### config.mk
export PLATFORM = sky130hd
export DESIGN_NAME = fb_rect_writer
export DESIGN_NICKNAME = d
export VERILOG_FILES = /design/src/rtl/fb_rect_writer.sv
export SDC_FILE = /design/constraint.sdc
export NUM_CORES = 1
export LEC_CHECK = 0
export CORE_MARGIN = 2
export CORE_UTILIZATION = 30
export CTS_CLUSTER_SIZE = 10
export DETAILED_ROUTE_END_ITERATION = 16
export GPL_ROUTABILITY_DRIVEN = 0
export GPL_TIMING_DRIVEN = 0
export PLACE_DENSITY = 0.5
export SYNTH_ARGS = -nofsm -noshare
export SYNTH_HDL_FRONTEND = slang
export SYNTH_SLANG_ARGS = --single-unit
### constraint.sdc
create_clock -name iCLK -period 6.55 [get_ports iCLK]
set_clock_uncertainty 0.05 [all_clocks]
set_input_delay 0.9825 -clock iCLK [delete_from_list [all_inputs] [get_ports iCLK]]
set_output_delay 0.9825 -clock iCLK [all_outputs]
set_load 0.02 [all_outputs]
### src/rtl/fb_rect_writer.sv
// Clipped rectangle fill engine for the framebuffer write port.
// It accepts one command and writes one palette index per clock, in row-major order.
module fb_rect_writer #(
    parameter int H_RES  = 640,
    parameter int V_RES  = 480,
    parameter int ADDR_W = 19,
    parameter int DATA_W = 8
) (
    input  logic              iCLK,
    input  logic              iRST_n,
    input  logic              cmd_valid,
    output logic              cmd_ready,
    input  logic [9:0]        cmd_x,
    input  logic [8:0]        cmd_y,
    input  logic [9:0]        cmd_w,
    input  logic [8:0]        cmd_h,
    input  logic [DATA_W-1:0] cmd_color,
    input  logic              abort,
    output logic              busy,
    output logic              done,
    output logic [ADDR_W-1:0] write_addr,
    output logic [DATA_W-1:0] write_data,
    output logic              wren_signal
);

    localparam logic [9:0]        H_X      = 10'(H_RES);
    localparam logic [8:0]        V_Y      = 9'(V_RES);
    localparam logic [ADDR_W-1:0] H_STRIDE = ADDR_W'(H_RES);

    typedef enum logic [1:0] {
        ST_IDLE,
        ST_SETUP,
        ST_FILL
    } state_t;

    state_t              state_q;
    logic [9:0]          x_q;
    logic [8:0]          y_q;
    logic [9:0]          w_q;
    logic [8:0]          h_q;
    logic [DATA_W-1:0]   color_q;
    logic [9:0]          w_eff_q;
    logic [8:0]          h_eff_q;
    logic [9:0]          col_q;
    logic [8:0]          row_q;
    logic [ADDR_W-1:0]   row_start_q;
    logic                fin_q;

    logic                empty_d;
    logic [9:0]          x_room_d;
    logic [8:0]          y_room_d;
    logic [9:0]          w_eff_d;
    logic [8:0]          h_eff_d;
    logic [ADDR_W-1:0]   y_ext;
    logic [ADDR_W-1:0]   y_scaled;
    logic [ADDR_W-1:0]   base_d;
    logic                row_end_d;
    logic                last_d;

    assign y_ext = ADDR_W'(y_q);

    // The 640-pixel stride is 512+128, so the row offset needs only two shifts.
    generate
        if (H_RES == 640) begin : g_shift_add
            assign y_scaled = (y_ext << 9) + (y_ext << 7);
        end else begin : g_const_mul
            assign y_scaled = y_ext * H_STRIDE;
        end
    endgenerate

    always_comb begin
        empty_d   = (x_q >= H_X) || (y_q >= V_Y) || (w_q == 10'd0) || (h_q == 9'd0);
        x_room_d  = H_X - x_q;
        y_room_d  = V_Y - y_q;
        w_eff_d   = (w_q < x_room_d) ? w_q : x_room_d;
        h_eff_d   = (h_q < y_room_d) ? h_q : y_room_d;
        base_d    = y_scaled + ADDR_W'(x_q);
        row_end_d = (col_q == w_eff_q - 10'd1);
        last_d    = row_end_d && (row_q == h_eff_q - 9'd1);
    end

    always_ff @(posedge iCLK or negedge iRST_n) begin
        if (!iRST_n) begin
            state_q     <= ST_IDLE;
            x_q         <= '0;
            y_q         <= '0;
            w_q         <= '0;
            h_q         <= '0;
            color_q     <= '0;
            w_eff_q     <= '0;
            h_eff_q     <= '0;
            col_q       <= '0;
            row_q       <= '0;
            row_start_q <= '0;
            fin_q       <= 1'b0;
            cmd_ready   <= 1'b1;
            busy        <= 1'b0;
            done        <= 1'b0;
            write_addr  <= '0;
            write_data  <= '0;
            wren_signal <= 1'b0;
        end else begin
            done        <= 1'b0;
            wren_signal <= 1'b0;
            case (state_q)
                ST_IDLE: begin
                    if (cmd_valid) begin
                        x_q       <= cmd_x;
                        y_q       <= cmd_y;
                        w_q       <= cmd_w;
                        h_q       <= cmd_h;
                        color_q   <= cmd_color;
                        cmd_ready <= 1'b0;
                        busy      <= 1'b1;
                        state_q   <= ST_SETUP;
                    end
                end
                ST_SETUP: begin
                    // An empty command passes through FILL with fin already set,
                    // so done lands on the same edge a non-empty fill would start.
                    w_eff_q     <= w_eff_d;
                    h_eff_q     <= h_eff_d;
                    row_start_q <= base_d;
                    col_q       <= '0;
                    row_q       <= '0;
                    fin_q       <= empty_d;
                    state_q     <= ST_FILL;
                end
                ST_FILL: begin
                    if (fin_q) begin
                        fin_q     <= 1'b0;
                        done      <= 1'b1;
                        cmd_ready <= 1'b1;
                        busy      <= 1'b0;
                        state_q   <= ST_IDLE;
                    end else begin
                        wren_signal <= 1'b1;
                        write_addr  <= row_start_q + ADDR_W'(col_q);
                        write_data  <= color_q;
                        if (row_end_d) begin
                            col_q       <= '0;
                            row_q       <= row_q + 9'd1;
                            row_start_q <= row_start_q + H_STRIDE;
                        end else begin
                            col_q <= col_q + 10'd1;
                        end
                        // abort lets the write issued on this edge stand as the last one
                        if (last_d || abort) begin
                            fin_q <= 1'b1;
                        end
                    end
                end
                default: state_q <= ST_IDLE;
            endcase
        end
    end

endmodule
==> results of run 1 <==
layer usage:
layer  global-route usage (%)  vias to the layer above  part of all wire, %
met3                     3.24                       18                  3.9
met4                     4.50                        0                  1.8
met2                     25.6                      129                   45
met1                     22.9                     3252                   49
met5                        0                        -                    0
li1                         -                     3267                    -
metrics by stage:
step | total power [W] | worst slack (ns) | cell area (um^2) | util, % | cells
6_report | 0.00559 | 2.58 | 10200 | 37.5 | 1340
5_1_grt | 0.00610 | 2.27 | 10200 | 37.5 | 1340
4_1_cts | 0.00564 | 2.66 | 10200 | 37.5 | 1340
3_5_place_dp | 0.00468 | 2.67 | 9620 | 35.5 | 1308
3_3_place_gp | 0.00464 | -1.60 | 9590 | 35.4 | 1307
2_1_floorplan | 0.00373 | 3.30 | 8320 | - | 855
cells by family after synthesis:
family,synth area share [%]
flops,41.2
buf+inv,3.82
xor+xnor,6.42
simple gates,14.6
fa+ha+maj,8.84
mux,8.49
compound gates,16.6
registers in the layout, indices dropped and copies added, names as in the netlist:
signal,count
w_q,10
h_q,9
h_eff_q,9
x_q,10
cmd_ready,1
color_q,8
done,1
write_data,8
fin_q,1
wren_signal,1
state_q,2
col_q,10
row_start_q,19
row_q,9
write_addr,19
busy,1
y_q,9
w_eff_q,10
cells in the mapped netlist, drive strengths merged, types with 7 or more instances:
library cell | n | area share, %
dfrtp | 136 | 41
nand2 | 107 | 4.8
o21ai | 63 | 3.8
ha | 54 | 8.1
mux2 | 53 | 7.2
a21oi | 43 | 2.6
nor2 | 43 | 1.9
inv | 38 | 1.7
clkbuf | 33 | 1.5
xor2 | 31 | 3.3
xnor2 | 30 | 3.2
nand3 | 24 | 1.6
a211oi | 12 | 1.1
a21o | 11 | 0.99
mux2i | 11 | 1.3
nor2b | 11 | 0.83
nor4 | 11 | 1.0
nor3 | 10 | 0.60
a31o | 8 | 0.84
nand4 | 8 | 0.68
o21a | 8 | 0.72
o31ai | 7 | 0.63
or4 | 7 | 0.63
critical path, cell delays in order, from the launching register on:
cell and delay, ns:
dfrtp_1 0.50, nor3_1 0.30, nor3b_1 0.41, nand3b_1 0.18, xnor2_1 0.15, ha_1 0.26, o21a_1 0.10, o21ai_0 0.22
nor2_1 0.08, a211oi_1 0.68, clkbuf_1 0.49, mux2i_1 0.32, a21oi_1 0.10
power groups by stage:
stage	Sequential, W	Combinational [W]	Clock, W
finish	0.00163	0.00302	0.000931
floorplan	0.00160	0.00213	0
detailed placement	0.00165	0.00303	0
CTS	0.00164	0.00305	0.000954
global placement	0.00164	0.00300	0
global route	0.00170	0.00341	0.000995
layout make-up:
class	instances	area [um^2]
Fill cell	2732	16900
Multi-Input combinational cell	640	4570
Sequential cell	137	3430
Timing Repair Buffer	81	830
Tap cell	372	465
Clock buffer	17	425
Buffer	38	168
Inverter	40	150
Clock inverter	15	134
path summary, 6_finish.rpt:
path | startpoint | endpoint | slack [ns] | cells after the start
min reg2reg | color_q[4] | write_data[4] | 0.41 | 2
min | color_q[4] | write_data[4] | 0.41 | 2
max in group asynchronous | iRST_n | cmd_ready | 5.12 | 2
min in group asynchronous | iRST_n | write_addr[6] | 0.50 | 1
max reg2reg | y_q[0] | h_eff_q[1] | 2.58 | 12
max | y_q[0] | h_eff_q[1] | 2.58 | 12
==> impl_results.md, run 1 <==
- H-tree levels: 4
- Hold_ws: 0.414 ns
- RSZ-0062 raised after global routing: false
- Setup_tns: 0 ns
- Period utilisation layout: 60.7%
- Ports: 81
- Critical path class: reg -> reg
- Post-DP HPWL: 16800 um
- Die area: 29100 um^2
- Clk sink count: 137
- Clock transition at the registers of the reported paths: 0.07 ns
- Synth async-reset ratio: 100%
- NetSw: 0.00249 W
- CP Launch Type: register
- Largest net degree at the start of global routing: 72
- Skew-Pair Late Insertion Delay: 0.43 ns
- Via count: 6666
- Total gr overflow: 0
- Tmin final: 3.97 ns
- Synth Register Bits: 137
- Total setup buffers inserted after CTS: 0
- Seq pwr share: 29.2%
- Relative slew slack: 38.0%
- Global-route wire length before repair: 36900 um
- Post-DRT Antenna Nets: 0
- Largest fanout on the critical path: 10
- Post-route DRC: 0
- Syn nets: 962
- Vias in the first global route: 6464
- DRT Wirelength: 22700 um
- Core area: 27100 um^2
- Post-Syn Area per Cell: 9.73 um^2
- Post-cts hold buffer count: 0
- WL/cell: 16.9 um
- Post-synth EDFFs: 0
- Ys Warns: 0
- Initial DRC Count: 294
- Ys flop type: dfrtp_1
- Row count: 60
- CTS max path bufs: 2
- Hold Fails Final Rpt: 0
- Die X: 171 um
- Req. time, crit path: 6.79 ns
- Pre-antenna DRT Iters: 5
- Commonest non-fill, non-tap cell in the layout: dfrtp_1
- IO buf count: 80
- TritonCTS Buffers: 17
- WP data arrival: 4.21 ns
- Initial Util: 30.7%
- Die Height: 171 um
- Least-Margin Pin Slew: 0.930 ns
- Hold WC Path Type: reg -> reg
- Power per cell area: 549 nW/um^2
- Yosys cell types: 65
- Clock network fraction of design power: 16.7%
- Cell count after synthesis: 855
- Status: finished, final reports clean
- Layout cells sized above 1: 11.7%
- Initial antenna violation count: 0
- Post-CTS sizing: 0
- Seq/Total Area, Yosys: 41.2%
- Commonest cells after routing, fill and taps aside: 136 x dfrtp_1, 107 x nand2_1, 79 x clkdlybuf4s50_1, 61 x o21ai_0, 54 x ha_1
- Int Power: 0.00310 W
- Diodes inserted: 0
- Vias per inst: 4.97
- Part of the power in combinational logic: 54.1%
- Maximum VDD drop: 0.000197 V
- Synth Cell Area: 8320 um^2
- Slew Limit Fails: 0
- Leak: 4.31 nW
- Clock Root Buffer: clkbuf_16
- Final setup viols: 0
- Max Cap Violations: 0
- Critical Path Sink Type: register
- Final nets: 1062
- CTS tree: done
- Layout area overhead: 22.3%
- Switch share: 44.5%
- Max Freq: 252 MHz
- GRT Total Usage: 16.3%
Power figures use the tool's default switching activity.
==> run 2: changes to the inputs <==
PLACE_DENSITY = 0.52   (was 0.5)
clock period = 3.6 ns   (was 6.55 ns; I/O delays follow)
==> run 2 against run 1 <==
Count of clock-buffer cells in the layout grew 1. Combinational power grew 83%. Routed wire length shrank 2.4%. Final cell count is the same. Core utilization grew 0.10 points. Total power grew 83%. Setup slack lost 2.4 ns. Sequential power grew 82%. Non-clock buffer count is the same. Global-route usage shrank 0.34 points. Design area grew 0.27%. Sequential share of layout area shrank 0.091 points. Critical path type unchanged.
==> impl_results.md, run 2 (synthesis gave the netlist of run 1 again) <==
- CP top delay family: compound AO/OA/AOI/OAI gates (unchanged)
- Clock Root Buffer: clkbuf_16 (unchanged)
- Diodes inserted: 0 (unchanged)
- Period utilisation layout: 94.7% (was 60.7%)
- RSZ-0062 raised after global routing: false (unchanged)
- Vias in the first global route: 6538 (was 6464)
- WP data arrival: 3.66 ns (was 4.21 ns)
- Post-route DRC: 0 (unchanged)
- Ports: 81 (unchanged)
- Initial antenna violation count: 0 (unchanged)
- Top Registers: row_start_q (19), write_addr (19) (unchanged)
- Status: finished, final reports clean (unchanged)
- Layout area overhead: 22.6% (was 22.3%)
- Relative slew slack: 34.4% (was 38.0%)
- Hold Fails Final Rpt: 0 (unchanged)
- Worst path max stage delay: 0.52 ns (was 0.68 ns)
- Total setup buffers inserted after CTS: 0 (unchanged)
- Met1 Usage GRT: 21.8% (was 22.9%)
- Hold WC Path Type: in -> async (was reg -> reg)
- Initial Util: 30.7% (unchanged)
- Fin cells: 1340 (unchanged)
- DRT Wirelength: 22200 um (was 22700 um)
- Initial DRC Count: 341 (was 294)
- Part of the power in combinational logic: 54.3% (was 54.1%)
- Seq pwr share: 29.1% (was 29.2%)
- Max Cap Violations: 0 (unchanged)
- Max Freq: 293 MHz (was 252 MHz)
- Final setup viols: 0 (unchanged)
- Largest fanout on the critical path: 10 (unchanged)
- Via count: 6622 (was 6666)
- WL/cell: 16.5 um (was 16.9 um)
- GRT busiest layer: met2 (unchanged)
- Int Power: 0.00569 W (was 0.00310 W)
- Die area: 29100 um^2 (unchanged)
- Hold_ws: 0.0432 ns (was 0.414 ns)
- Critical path class: reg -> reg (unchanged)
- Worst path cell trace: inv_1, ha_1, nand2_1, o21ai_0, xnor2_1, ha_1, o21a_1, o21ai_0, nor2_1, a211oi_4, clkbuf_2, mux2i_1, a21oi_1 (was nor3_1, nor3b_1, nand3b_1, xnor2_1, ha_1, o21a_1, o21ai_0, nor2_1, a211oi_1, clkbuf_1, mux2i_1, a21oi_1)
- Pre-antenna DRT Iters: 5 (unchanged)
- Power Total: 0.0102 W (was 0.00559 W)
- GR Util met3: 3.35% (was 3.24%)
- CTS tree: done (unchanged)
- Core area: 27100 um^2 (unchanged)
- Commonest non-fill, non-tap cell in the layout: dfrtp_1 (unchanged)
- Power per cell area: 1000 nW/um^2 (was 549 nW/um^2)
- R2R depth: 13 (was 12)
- Stages on worst setup path: 13 (was 12)
- CP Launch Type: register (unchanged)
- IO buf count: 80 (unchanged)
- TritonCTS Buffers: 17 (unchanged)
- Least-Margin Pin Slew: 0.984 ns (was 0.930 ns)
- Vias per inst: 4.94 (was 4.97)
- Clk sink count: 137 (unchanged)
- Post-DRT Antenna Nets: 0 (unchanged)
- Row count: 60 (unchanged)
- Final nets: 1062 (unchanged)
- Clock network fraction of design power: 16.7% (about the same)
- Layout cells sized above 1: 12.0% (was 11.7%)
- Skew-Pair Late Insertion Delay: 0.43 ns (about the same)
- Maximum VDD drop: 0.000358 V (was 0.000197 V)
- CTS max path bufs: 2 (unchanged)
- Tmin final: 3.41 ns (was 3.97 ns)
- Slew Limit Fails: 0 (unchanged)
- Critical Path Sink Type: register (unchanged)
- Commonest cells after routing, fill and taps aside: 136 x dfrtp_1, 107 x nand2_1, 79 x clkdlybuf4s50_1, 61 x o21ai_0, 54 x ha_1 (unchanged)
- H-tree levels: 4 (unchanged)
- Dpl cell area: 9620 um^2 (unchanged)
- Req. time, crit path: 3.85 ns (was 6.79 ns)
- Die X: 171 um (unchanged)
- Fillers: 2763 (was 2732)
- Total gr overflow: 0 (unchanged)
- Clock transition at the registers of the reported paths: 0.07 ns (about the same)
- CP bufs+invs: 2 (was 1)
- NetSw: 0.00451 W (was 0.00249 W)
- CP max-delay cell: dfrtp_1 (was a211oi_1)
- Global-route wire length before repair: 36000 um (was 36900 um)
- Post-DP HPWL: 16500 um (was 16800 um)
- Cell area after layout: 10200 um^2 (about the same)
- Switch share: 44.2% (was 44.5%)
- Largest net degree at the start of global routing: 74 (was 72)
- Met2 Use GR: 25.7% (was 25.6%)
- Leak: 4.32 nW (was 4.31 nW)
- GRT Total Usage: 16.0% (was 16.3%)
- Placed Cells: 1308 (unchanged)
- Die Height: 171 um (unchanged)
-- run 2: timing repair --
item / 4_1_cts / 5_1_grt
endpoints found under the setup margin: 7 / 7
hold buffers: 0 / 0
gates resized for setup: 2 / 2
-- run 2: path summary, 6_finish.rpt --
kind,endpoint,startpoint,slack [ns]
worst max register to register,h_eff_q[1],y_q[0],0.19
worst min register to register,write_data[4],color_q[4],0.40
max in group asynchronous,color_q[7],iRST_n,2.65
min in group iCLK,write_data[4],color_q[4],0.40
worst min-delay path,write_addr[18],iRST_n,0.04
worst max-delay path,h_eff_q[1],y_q[0],0.19
-- run 2: worst reg2reg max path, stage by stage, from the launching register on --
cell,delay (ns)
dfrtp_1,0.52
inv_1,0.09
ha_1,0.25
nand2_1,0.12
o21ai_0,0.10
xnor2_1,0.26
ha_1,0.29
o21a_1,0.17
o21ai_0,0.25
nor2_1,0.13
a211oi_4,0.37
clkbuf_2,0.31
mux2i_1,0.28
a21oi_1,0.09
-- run 2: layout make-up --
type | count | area (um^2) | area share (%)
multi-input combinational | 640 | 4590 | 45.0
sequential | 137 | 3430 | 33.6
timing repair buffer | 81 | 830 | 8.13
tap | 372 | 465 | 4.56
clock buffer | 18 | 439 | 4.30
buffer | 38 | 169 | 1.66
inverter | 40 | 150 | 1.47
clock inverter | 14 | 129 | 1.26
-- run 2: metal layers --
metal  share of wire [%]  wire length, um
met4                 1.5              336
met1                  48            10500
met3                 3.9              874
met5                   0                0
met2                  47            10400
-- run 2: stage by stage --
| step | setup WS, ns | TNS (ns) | utilization, % |
|---|---|---|---|
| floorplan | 0.352 | 0 | - |
| global placement | -4.04 | -550.35 | 35.4 |
| detailed placement | -0.277 | -1.02 | 35.5 |
| CTS | 0.0186 | 0 | 37.6 |
| global route | 0.00189 | 0 | 37.7 |
| finish | 0.190 | 0 | 37.7 |
-- run 2: power groups by stage --
stage	Clock (W)	Combinational [W]	Sequential, W
floorplan	0	0.00388	0.00291
global placement	0	0.00544	0.00298
detailed placement	0	0.00549	0.00299
CTS	0.00175	0.00555	0.00297
global route	0.00182	0.00626	0.00307
finish	0.00170	0.00554	0.00296
